### config.mk
export PLATFORM = sky130hd
export DESIGN_NAME = fuzz_round_sequencer
export DESIGN_NICKNAME = d
export VERILOG_FILES = /design/src/rtl/fuzz_seq_pkg.sv /design/src/rtl/fuzz_stall_detector.sv /design/src/rtl/fuzz_round_sequencer.sv
export SDC_FILE = /design/constraint.sdc
export NUM_CORES = 1
export LEC_CHECK = 0
export ABC_AREA = 1
export CAP_MARGIN = 20
export CORE_ASPECT_RATIO = 1.75
export CORE_UTILIZATION = 40
export CTS_BUF_LIST = sky130_fd_sc_hd__clkbuf_8
export CTS_CLUSTER_SIZE = 12
export DETAILED_ROUTE_END_ITERATION = 12
export PLACE_DENSITY = 0.58
export SETUP_SLACK_MARGIN = 0.1
export SYNTH_ARGS = -nofsm -noshare
export SYNTH_HDL_FRONTEND = slang
export SYNTH_SLANG_ARGS = --single-unit
### constraint.sdc
create_clock -name clock -period 9 [get_ports clock]
set_input_delay 1.8 -clock clock [delete_from_list [all_inputs] [get_ports clock]]
set_output_delay 1.8 -clock clock [all_outputs]
set_load 0.005 [all_outputs]
### src/rtl/fuzz_seq_pkg.sv
// Shared types and helpers for the fuzz round sequencer.
package fuzz_seq_pkg;

    typedef enum logic [2:0] {
        IDLE,
        RESET,
        LOAD,
        RUN,
        DRAIN,
        REPORT
    } state_e;

    typedef enum logic [2:0] {
        STATUS_NONE    = 3'd0,
        STATUS_PASS    = 3'd1,
        STATUS_STALL   = 3'd2,
        STATUS_WDOG    = 3'd3,
        STATUS_TIMEOUT = 3'd4
    } status_e;

    // Stall limit grows with the coverage band so mature testcases get more slack.
    function automatic logic [63:0] stall_threshold(input logic [63:0] base,
                                                    input logic [63:0] cov64,
                                                    input int unsigned shift);
        return base * ((cov64 >> shift) + 64'd1);
    endfunction

endpackage

### src/rtl/fuzz_stall_detector.sv
// Coverage-stall and watchdog detection for the RUN phase of a fuzz round.
module fuzz_stall_detector
    import fuzz_seq_pkg::*;
#(
    parameter int unsigned COV_W        = 30,
    parameter logic [63:0] STALL_BASE   = 64'd1000,
    parameter int unsigned STALL_SHIFT  = 19,
    parameter logic [63:0] WATCHDOG_MAX = 64'd50000
) (
    input  logic             clock,
    input  logic             reset,
    input  logic             clear,
    input  logic             run,
    input  logic [COV_W-1:0] cov,
    output logic             stall_hit,
    output logic             wdog_hit
);

    logic [COV_W-1:0] prev_cov_q;
    logic [63:0]      stall_q;
    logic [63:0]      wdog_q;
    logic [63:0]      stall_cur;
    logic [63:0]      wdog_cur;
    logic [63:0]      threshold;

    // Counter values including the current cycle, compared against their limits.
    always_comb begin
        stall_cur = (cov == prev_cov_q) ? stall_q + 64'd1 : '0;
        wdog_cur  = wdog_q + 64'd1;
        threshold = stall_threshold(STALL_BASE, 64'(cov), STALL_SHIFT);
        stall_hit = run && (stall_cur >= threshold);
        wdog_hit  = run && (wdog_cur >= WATCHDOG_MAX);
    end

    // Previous-cov tracking runs always; counters clear on RUN entry and advance only in RUN.
    always_ff @(posedge clock) begin
        if (reset) begin
            prev_cov_q <= '0;
            stall_q    <= '0;
            wdog_q     <= '0;
        end else begin
            prev_cov_q <= cov;
            if (clear) begin
                stall_q <= '0;
                wdog_q  <= '0;
            end else if (run) begin
                stall_q <= stall_cur;
                wdog_q  <= wdog_cur;
            end
        end
    end

endmodule

### src/rtl/fuzz_round_sequencer.sv
// Per-round fuzzing sequencer: DUT reset, testcase load, run, end detection, host report.
module fuzz_round_sequencer
    import fuzz_seq_pkg::*;
#(
    parameter int unsigned COV_W        = 30,
    parameter logic [63:0] STALL_BASE   = 64'd1000,
    parameter int unsigned STALL_SHIFT  = 19,
    parameter logic [63:0] WATCHDOG_MAX = 64'd50000,
    parameter logic [63:0] TIMEOUT_MAX  = 64'd2000000000,
    parameter int unsigned RESET_CYCLES = 4
) (
    input  logic             clock,
    input  logic             reset,
    input  logic             start,
    input  logic [COV_W-1:0] cov,
    input  logic [63:0]      tohost,
    output logic             dut_reset,
    output logic             load_req,
    input  logic             load_ack,
    output logic             interrupt,
    output logic             round_done,
    output logic [2:0]       round_status,
    output logic [63:0]      round_cycles,
    input  logic             done_ack,
    input  logic             done_continue,
    output logic             busy,
    output logic [31:0]      round_count
);

    state_e      state_q, state_d;
    status_e     cause_q, drain_cause, report_status, round_status_q;
    logic [31:0] rst_cnt_q;
    logic [63:0] cyc_q, cyc_cur, round_cycles_q;
    logic [31:0] round_count_q;
    logic        run_clear, drain_en, report_en;
    logic        timeout_hit, stall_hit, wdog_hit;
    logic        unused_tohost;

    assign unused_tohost = ^tohost[63:1];

    // cyc_cur counts the current cycle, so the terminating cycle is included in the report.
    assign cyc_cur     = cyc_q + 64'd1;
    assign timeout_hit = cyc_cur >= TIMEOUT_MAX;

    fuzz_stall_detector #(
        .COV_W        (COV_W),
        .STALL_BASE   (STALL_BASE),
        .STALL_SHIFT  (STALL_SHIFT),
        .WATCHDOG_MAX (WATCHDOG_MAX)
    ) u_stall (
        .clock     (clock),
        .reset     (reset),
        .clear     (run_clear),
        .run       (state_q == RUN),
        .cov       (cov),
        .stall_hit (stall_hit),
        .wdog_hit  (wdog_hit)
    );

    // State register.
    always_ff @(posedge clock) begin
        if (reset) state_q <= IDLE;
        else       state_q <= state_d;
    end

    // Next-state and round-end decisions in priority order.
    always_comb begin
        state_d       = state_q;
        run_clear     = 1'b0;
        drain_en      = 1'b0;
        drain_cause   = STATUS_NONE;
        report_en     = 1'b0;
        report_status = STATUS_NONE;
        case (state_q)
            IDLE: if (start) state_d = RESET;
            RESET: if (rst_cnt_q == 32'(RESET_CYCLES - 1)) state_d = LOAD;
            LOAD: if (load_ack) begin
                state_d   = RUN;
                run_clear = 1'b1;
            end
            RUN: begin
                if (tohost[0]) begin
                    state_d = REPORT; report_en = 1'b1; report_status = STATUS_PASS;
                end else if (timeout_hit) begin
                    state_d = REPORT; report_en = 1'b1; report_status = STATUS_TIMEOUT;
                end else if (wdog_hit) begin
                    state_d = DRAIN; drain_en = 1'b1; drain_cause = STATUS_WDOG;
                end else if (stall_hit) begin
                    state_d = DRAIN; drain_en = 1'b1; drain_cause = STATUS_STALL;
                end
            end
            DRAIN: begin
                if (tohost[0]) begin
                    state_d = REPORT; report_en = 1'b1; report_status = cause_q;
                end else if (timeout_hit) begin
                    state_d = REPORT; report_en = 1'b1; report_status = STATUS_TIMEOUT;
                end
            end
            REPORT: if (done_ack) state_d = done_continue ? RESET : IDLE;
            default: state_d = IDLE;
        endcase
    end

    // Round counters, drain cause and report registers.
    always_ff @(posedge clock) begin
        if (reset) begin
            rst_cnt_q      <= '0;
            cyc_q          <= '0;
            cause_q        <= STATUS_NONE;
            round_status_q <= STATUS_NONE;
            round_cycles_q <= '0;
            round_count_q  <= '0;
        end else begin
            rst_cnt_q <= (state_q == RESET) ? rst_cnt_q + 32'd1 : '0;
            if (run_clear)
                cyc_q <= '0;
            else if (state_q == RUN || state_q == DRAIN)
                cyc_q <= cyc_cur;
            if (drain_en)
                cause_q <= drain_cause;
            if (report_en) begin
                round_status_q <= report_status;
                round_cycles_q <= cyc_cur;
                round_count_q  <= round_count_q + 32'd1;
            end
        end
    end

    assign dut_reset    = (state_q != RUN) && (state_q != DRAIN);
    assign load_req     = (state_q == LOAD);
    assign interrupt    = (state_q == DRAIN);
    assign round_done   = (state_q == REPORT);
    assign busy         = (state_q != IDLE);
    assign round_status = round_status_q;
    assign round_cycles = round_cycles_q;
    assign round_count  = round_count_q;

endmodule
## Word-level counts from Yosys, hierarchy flattened

Index checks and enable logic that the tools add are counted.

| word-level totals | value |
|---|---|
| RAM bits | 0 |
| bits in latches | 0 |
| memory bits (read-only) | 0 |
| memories kept | 0 |
| register bits after elaboration | 359 |

| cells by class | value |
|---|---|
| equal/unequal tests | 15 |
| div/mod/pow operators | 0 |
| reductions and logical operators | 10 |
| shift operators | 0 |
| $add $sub $neg | 6 |
| muxes and demuxes | 32 |
| bitwise operators | 1 |
| order comparisons | 3 |
| $mul | 1 |

Operators with widths:

| operator | number |
|---|---|
| $add A64 B1 Y64 const B | 3 |
| $add A32 B1 Y32 const B | 2 |
| $ge A64 B16 Y1 const B | 1 |
| $ge A64 B31 Y1 const B | 1 |
| $ge A64 B64 Y1 | 1 |
| $mul A7 B64 Y61 const A | 1 |
| $mux W64 | 1 |
| $mux W3 | 13 |
| $eq A32 B2 Y1 const B | 1 |
| $eq A30 B30 Y1 | 1 |
| $pmux W3 S6 | 1 |
| $add A11 B1 Y12 const B | 1 |
| $mux W1 | 11 |
| $mux W2 | 5 |
| $eq A3 B2 Y1 const B | 2 |
| $eq A3 B3 Y1 const B | 2 |
| $ne A3 B2 Y1 const B | 2 |
| $pmux W3 S2 | 1 |
| $reduce_and A6 Y1 | 1 |
| $reduce_or A2 Y1 | 3 |
| $ne A5 B5 Y1 const B | 1 |
| $ne A2 B1 Y1 const B | 2 |
| $ne A2 B2 Y1 const B | 2 |
| $eq A3 B1 Y1 const B | 1 |
| other kinds (6) | 8 |

## Logic depth before layout (Yosys ltp)

| depth | value |
|---|---|
| depth in word-level cells | 9 |
| mapped depth | 44 |
| depth with buffers taken out | 43 |

## Cells and area by module

From an unflattened synthesis, not the netlist that was laid out.

| second synthesis, totals | value |
|---|---|
| cells, all modules | 3,815 |
| area, all modules | 24,197.0 um^2 |

By module, submodules not included:

| module | sequential area each (um^2) | area each (um^2) | cells an instance | times used |
|---|---|---|---|---|
| fuzz_stall_detector | 3,163.0 | 13,233.9 | 2,074 | 1 |
| fuzz_round_sequencer | 4,003.8 | 10,963.0 | 1,741 | 1 |

## Worst setup path before layout

No wires, ideal clock.

| path | value |
|---|---|
| path kind | input to register |
| start | input port cov[19] |
| end | register state_q[1] |
| stages | 42 |
| required time | 8,885 ps |
| path buffers | 1 |
| slack | 1,103 ps |
| data arrival time | 7,782 ps |
| cells stage by stage | clkbuf_1 > nand2_1 > nor2_1 > nand2_1 > nor2_1 > nor2_1 > nor2_1 > inv_1 > nand2_1 > nand2_1 > fa_1 > inv_1 > fa_1 > inv_1 > fa_1 > inv_1 > ha_1 > a21oi_1 > [... 6 more ...] > o21ai_0 > a21boi_0 > xor2_1 > ha_1 > a21oi_1 > nor2_1 > a211oi_1 > o21ai_0 > nor2_1 > nand3_1 > nor2_1 > nand2_1 > nor2_1 > nand3_1 > nand2_1 > nand2_2 > a21oi_1 > nor2_1 |

| on the way | value |
|---|---|
| word-level cells in the longest chain between the ends | 6 |

Ends and longest elaborated chain:

| element | line | text |
|---|---|---|
| start: declaration | fuzz_round_sequencer.sv:15 | `input logic [COV_W-1:0] cov,` |
| $add A11 B1 Y12 / $eq A30 B30 Y1 (equally long branches) | fuzz_seq_pkg.sv:25, fuzz_stall_detector.sv:28 |  |
| $mul A7 B64 Y61 / $mux W64 (equally long branches) | fuzz_seq_pkg.sv:25, fuzz_stall_detector.sv:28 |  |
| $ge A64 B64 Y1 (*) | fuzz_stall_detector.sv:31 | `stall_hit = run && (stall_cur >= threshold);` |
| $logic_and A1 B1 Y1 (*) | fuzz_stall_detector.sv:31 |  |
| $ne A5 B5 Y1 (no source line) (*) | - |  |
| $reduce_and A6 Y1 (no source line) (*) | - |  |
| end signal: assignment | fuzz_round_sequencer.sv:63 | `else state_q <= state_d;` |
| end: declaration | fuzz_round_sequencer.sv:30 | `state_e state_q, state_d;` |

Mark *: on every way between the ends. The rest lies on a longest branch, timed or not.
A chain may end at the register's enable or synchronous reset.

## Worst setup path after layout

Same ends and word-level chain as after synthesis.

==> impl_metrics.yaml <==
detailed_routing:
  vias: 24400
  wl_mm: 75.5
  drt_iter0_drc: 1173
  viasPerCell: 5.03
  firstDrtPassIters: 5
  drc: 0
  antenna_left: 0
  routedWlPerCell_um: 15.6
worst_setup_path:
  slowest_delay_ns: 0.53
  path_class: "in -> reg"
  cp.required_ns: 9.59
  cp_slowest_cell: "fa_1"
  path_max_fanout: 5
  arrival_ns: 8.85
  cp-start-kind: "input pin"
  crit_path_frequent_cell: "nand2_1"
  cp-end-kind: "register"
global_route:
  grt_pass1_wl_mm: 119
  overflow: 0
  grt_max_degree: 118
  antenna_found_initial: 2
  grt_use_total: 0.251
  grt_pass1_vias: 23300
timing:
  hold_viol: 0
  setup_ws_ns: 0.742
  fmax_ghz: 0.121
  setup_violations: 0
  slew_viol_final: 0
  worst_pin_slew_ns: 1.09
  setup_tns_ns: 0
  fin_crit_ns: 8.26
  rsz0062_at_grt: "false"
  fin_crit_sh: 0.918
  skew_ns: 0.0417
  slew_headroom: 0.270
power_and_ir_drop:
  leakage_nw: 11.5
  p_comb_frac: 0.411
  sw_frac_of_total: 0.404
  p_switching_mw: 2.45
  p_seq_frac: 0.363
  p_int_mw: 3.61
  power_density_nw_per_um2: 221
  p_clk_frac: 0.226
  max-vdd-ir-drop_mv: 0.136
  p_total_mw: 6.06
synthesis:
  yosys_warnings: 0
  ys_types: 45
  synth_fp_nets: 4072
  synth-seq-area-share: 0.302
  avgSynthCellArea_um2: 6.14
  netlist_area_um2: 23800
  synth_cells: 3868
  ys_ff_latch: 358
die:
  rows: 117
  num_io_pins: 204
  die_y_um: 324
  fp.dieW_um: 186
  coreArea_um2: 58400
  die_area_um2: 60400
  initial_core_util: 0.407
cts:
  clock_sinks: 358
  clk_root_buffer_cell: "clkbuf_8"
  clk_pin_slew_worst_paths_ns: 0.07
  htree_levels: 2
  worstSkewPairLatency_ns: 0.71
  numCtsBuffers: 56
  clk_path_buf_depth: 3
  cts_tree: "done"
  postCtsHoldBufs: 0
layout:
  final_area_um2: 27400
  final_nets: 4245
  area_growth_pct: 15.3
  drive_gt1_frac: 0.0540
placed_design:
  place.gp.congestion: 0.978
  post-dp-hpwl_mm: 58.5
  pre_cts_ws_ns: -0.302
  io_buffers: 140
  post_dp_cell_area_um2: 26300
run:
  max_cap_violations: 0
run_status:
  status: "completed"
worst_hold_path:
  hold_class: "reg -> reg"
-- cells by family (layout without fill, tap and decap cells) --
| group | count (synthesis) | count (layout) | share of synthesized area |
|---|---|---|---|
| adders and majority gates | 104 | 104 | 0.0649 |
| and+or+nand+nor | 2070 | 2070 | 0.361 |
| buffers and inverters | 681 | 888 | 0.110 |
| AOI/OAI and AO/OA | 577 | 577 | 0.133 |
| other | 0 | 1 | 0 |
| xor gates and xnor gates | 78 | 78 | 0.0288 |
| DFF | 358 | 358 | 0.302 |
-- critical path: cells and delay by family --
family	cells	cell delay (ns)
XOR/XNOR	2	0.36
AND/OR/NAND/NOR	16	2.13
buffers and inverters	6	0.84
adder cells (fa/ha/maj)	6	2.35
AO/OA/AOI/OAI	9	1.35
-- what timing repair did --
| action | CTS | global route |
|---|---|---|
| resized for setup | 0 | 9 |
| setup buffers | 0 | 0 |
| endpoints found under the setup margin | 0 | 5 |
-- stage by stage --
step                      utilization  std cells  hold slack, ns
after detailed placement        0.450       4755           0.437
after global placement          0.450       4755           0.431
final                           0.469       4849           0.444
after CTS                       0.468       4847           0.451
after floorplan                     -       3868           0.418
after global routing            0.469       4849           0.475
-- routing by layer --
metal | part of all wire | GRT usage
met5 | 0 | 0
met4 | 0.067 | 0.160
met3 | 0.035 | 0.0327
met2 | 0.53 | 0.479
met1 | 0.36 | 0.245
-- registers in the layout, summed over array words and instances (netlist names) --
signal / flops
cyc_q: 64
u_stall.wdog_q: 64
cause_q: 2
rst_cnt_q: 32
u_stall.stall_q: 64
state_q: 3
round_status: 3
round_cycles: 64
u_stall.prev_cov_q: 30
round_count: 32
-- area by class of cell --
| type | count | area (um^2) |
|---|---|---|
| Fill cell | 6284 | 31000 |
| Tap cell | 773 | 967 |
| Inverter | 577 | 2170 |
| Antenna cell | 1 | 2.50 |
| Clock buffer | 67 | 922 |
| Multi-Input combinational cell | 2829 | 14000 |
| Timing Repair Buffer | 219 | 2010 |
| Sequential cell | 358 | 7170 |
| Clock inverter | 25 | 126 |
-- final timing paths --
| check | startpoint | depth (start not counted) | end | slack [ns] |
|---|---|---|---|---|
| hold reg to reg | rst_cnt_q[0] | 1 | rst_cnt_q[0] | 0.44 |
| setup reg to reg | cyc_q[0] | 19 | round_count[30] | 4.04 |
| hold / removal | rst_cnt_q[0] | 1 | rst_cnt_q[0] | 0.44 |
| setup / recovery | cov[19] | 39 | state_q[1] | 0.74 |
-- power groups by stage --
stage | Sequential (mW) | Clock (mW) | Combinational, mW
after floorplan | 2.14 | 0 | 1.61
after global placement | 2.23 | 0 | 2.44
after detailed placement | 2.23 | 0 | 2.48
after CTS | 2.20 | 1.42 | 2.49
after global routing | 2.24 | 1.49 | 2.85
final | 2.20 | 1.37 | 2.49
-- cell usage after synthesis (all sizes together) --
master / number / area share
a211oi: 47 / 0.015
a21boi: 2 / 0.00063
a21o: 2 / 0.00063
a21oi: 227 / 0.048
a31oi: 8 / 0.0021
and2: 6 / 0.0016
and3: 3 / 0.00079
buf: 30 / 0.0075
clkbuf: 74 / 0.012
clkinv: 1 / 0.00016
dfxtp: 358 / 0.30
fa: 32 / 0.027
ha: 72 / 0.038
inv: 576 / 0.091
nand2: 1027 / 0.16
nand3: 199 / 0.044
nand3b: 13 / 0.0041
nand4: 80 / 0.021
nor2: 652 / 0.11
nor3: 61 / 0.013
nor3b: 8 / 0.0025
nor4: 14 / 0.0037
o211ai: 24 / 0.0076
o21a: 9 / 0.0028
o21ai: 246 / 0.052
o21bai: 8 / 0.0025
o221a: 3 / 0.0014
o311ai: 1 / 0.00037
or2: 7 / 0.0018
xnor2: 21 / 0.0077
xor2: 57 / 0.021
-- cells in the final DEF, fill, tap and decap left out, drive strengths merged, types with 3 or more instances in the layout --
master / netlist / final
nand2: 1027 / 1027
nor2: 652 / 652
inv: 576 / 587
dfxtp: 358 / 358
o21ai: 246 / 246
a21oi: 227 / 227
nand3: 199 / 199
clkdlybuf4s50: 0 / 139
nand4: 80 / 80
buf: 30 / 80
ha: 72 / 72
clkbuf: 74 / 67
nor3: 61 / 61
xor2: 57 / 57
a211oi: 47 / 47
fa: 32 / 32
o211ai: 24 / 24
xnor2: 21 / 21
nor4: 14 / 14
nand3b: 13 / 13
clkinv: 1 / 13
o21a: 9 / 9
nor3b: 8 / 8
o21bai: 8 / 8
a31oi: 8 / 8
or2: 7 / 7
and2: 6 / 6
o221a: 3 / 3
and3: 3 / 3
No activity file was read; power rests on OpenSTA's default activity.
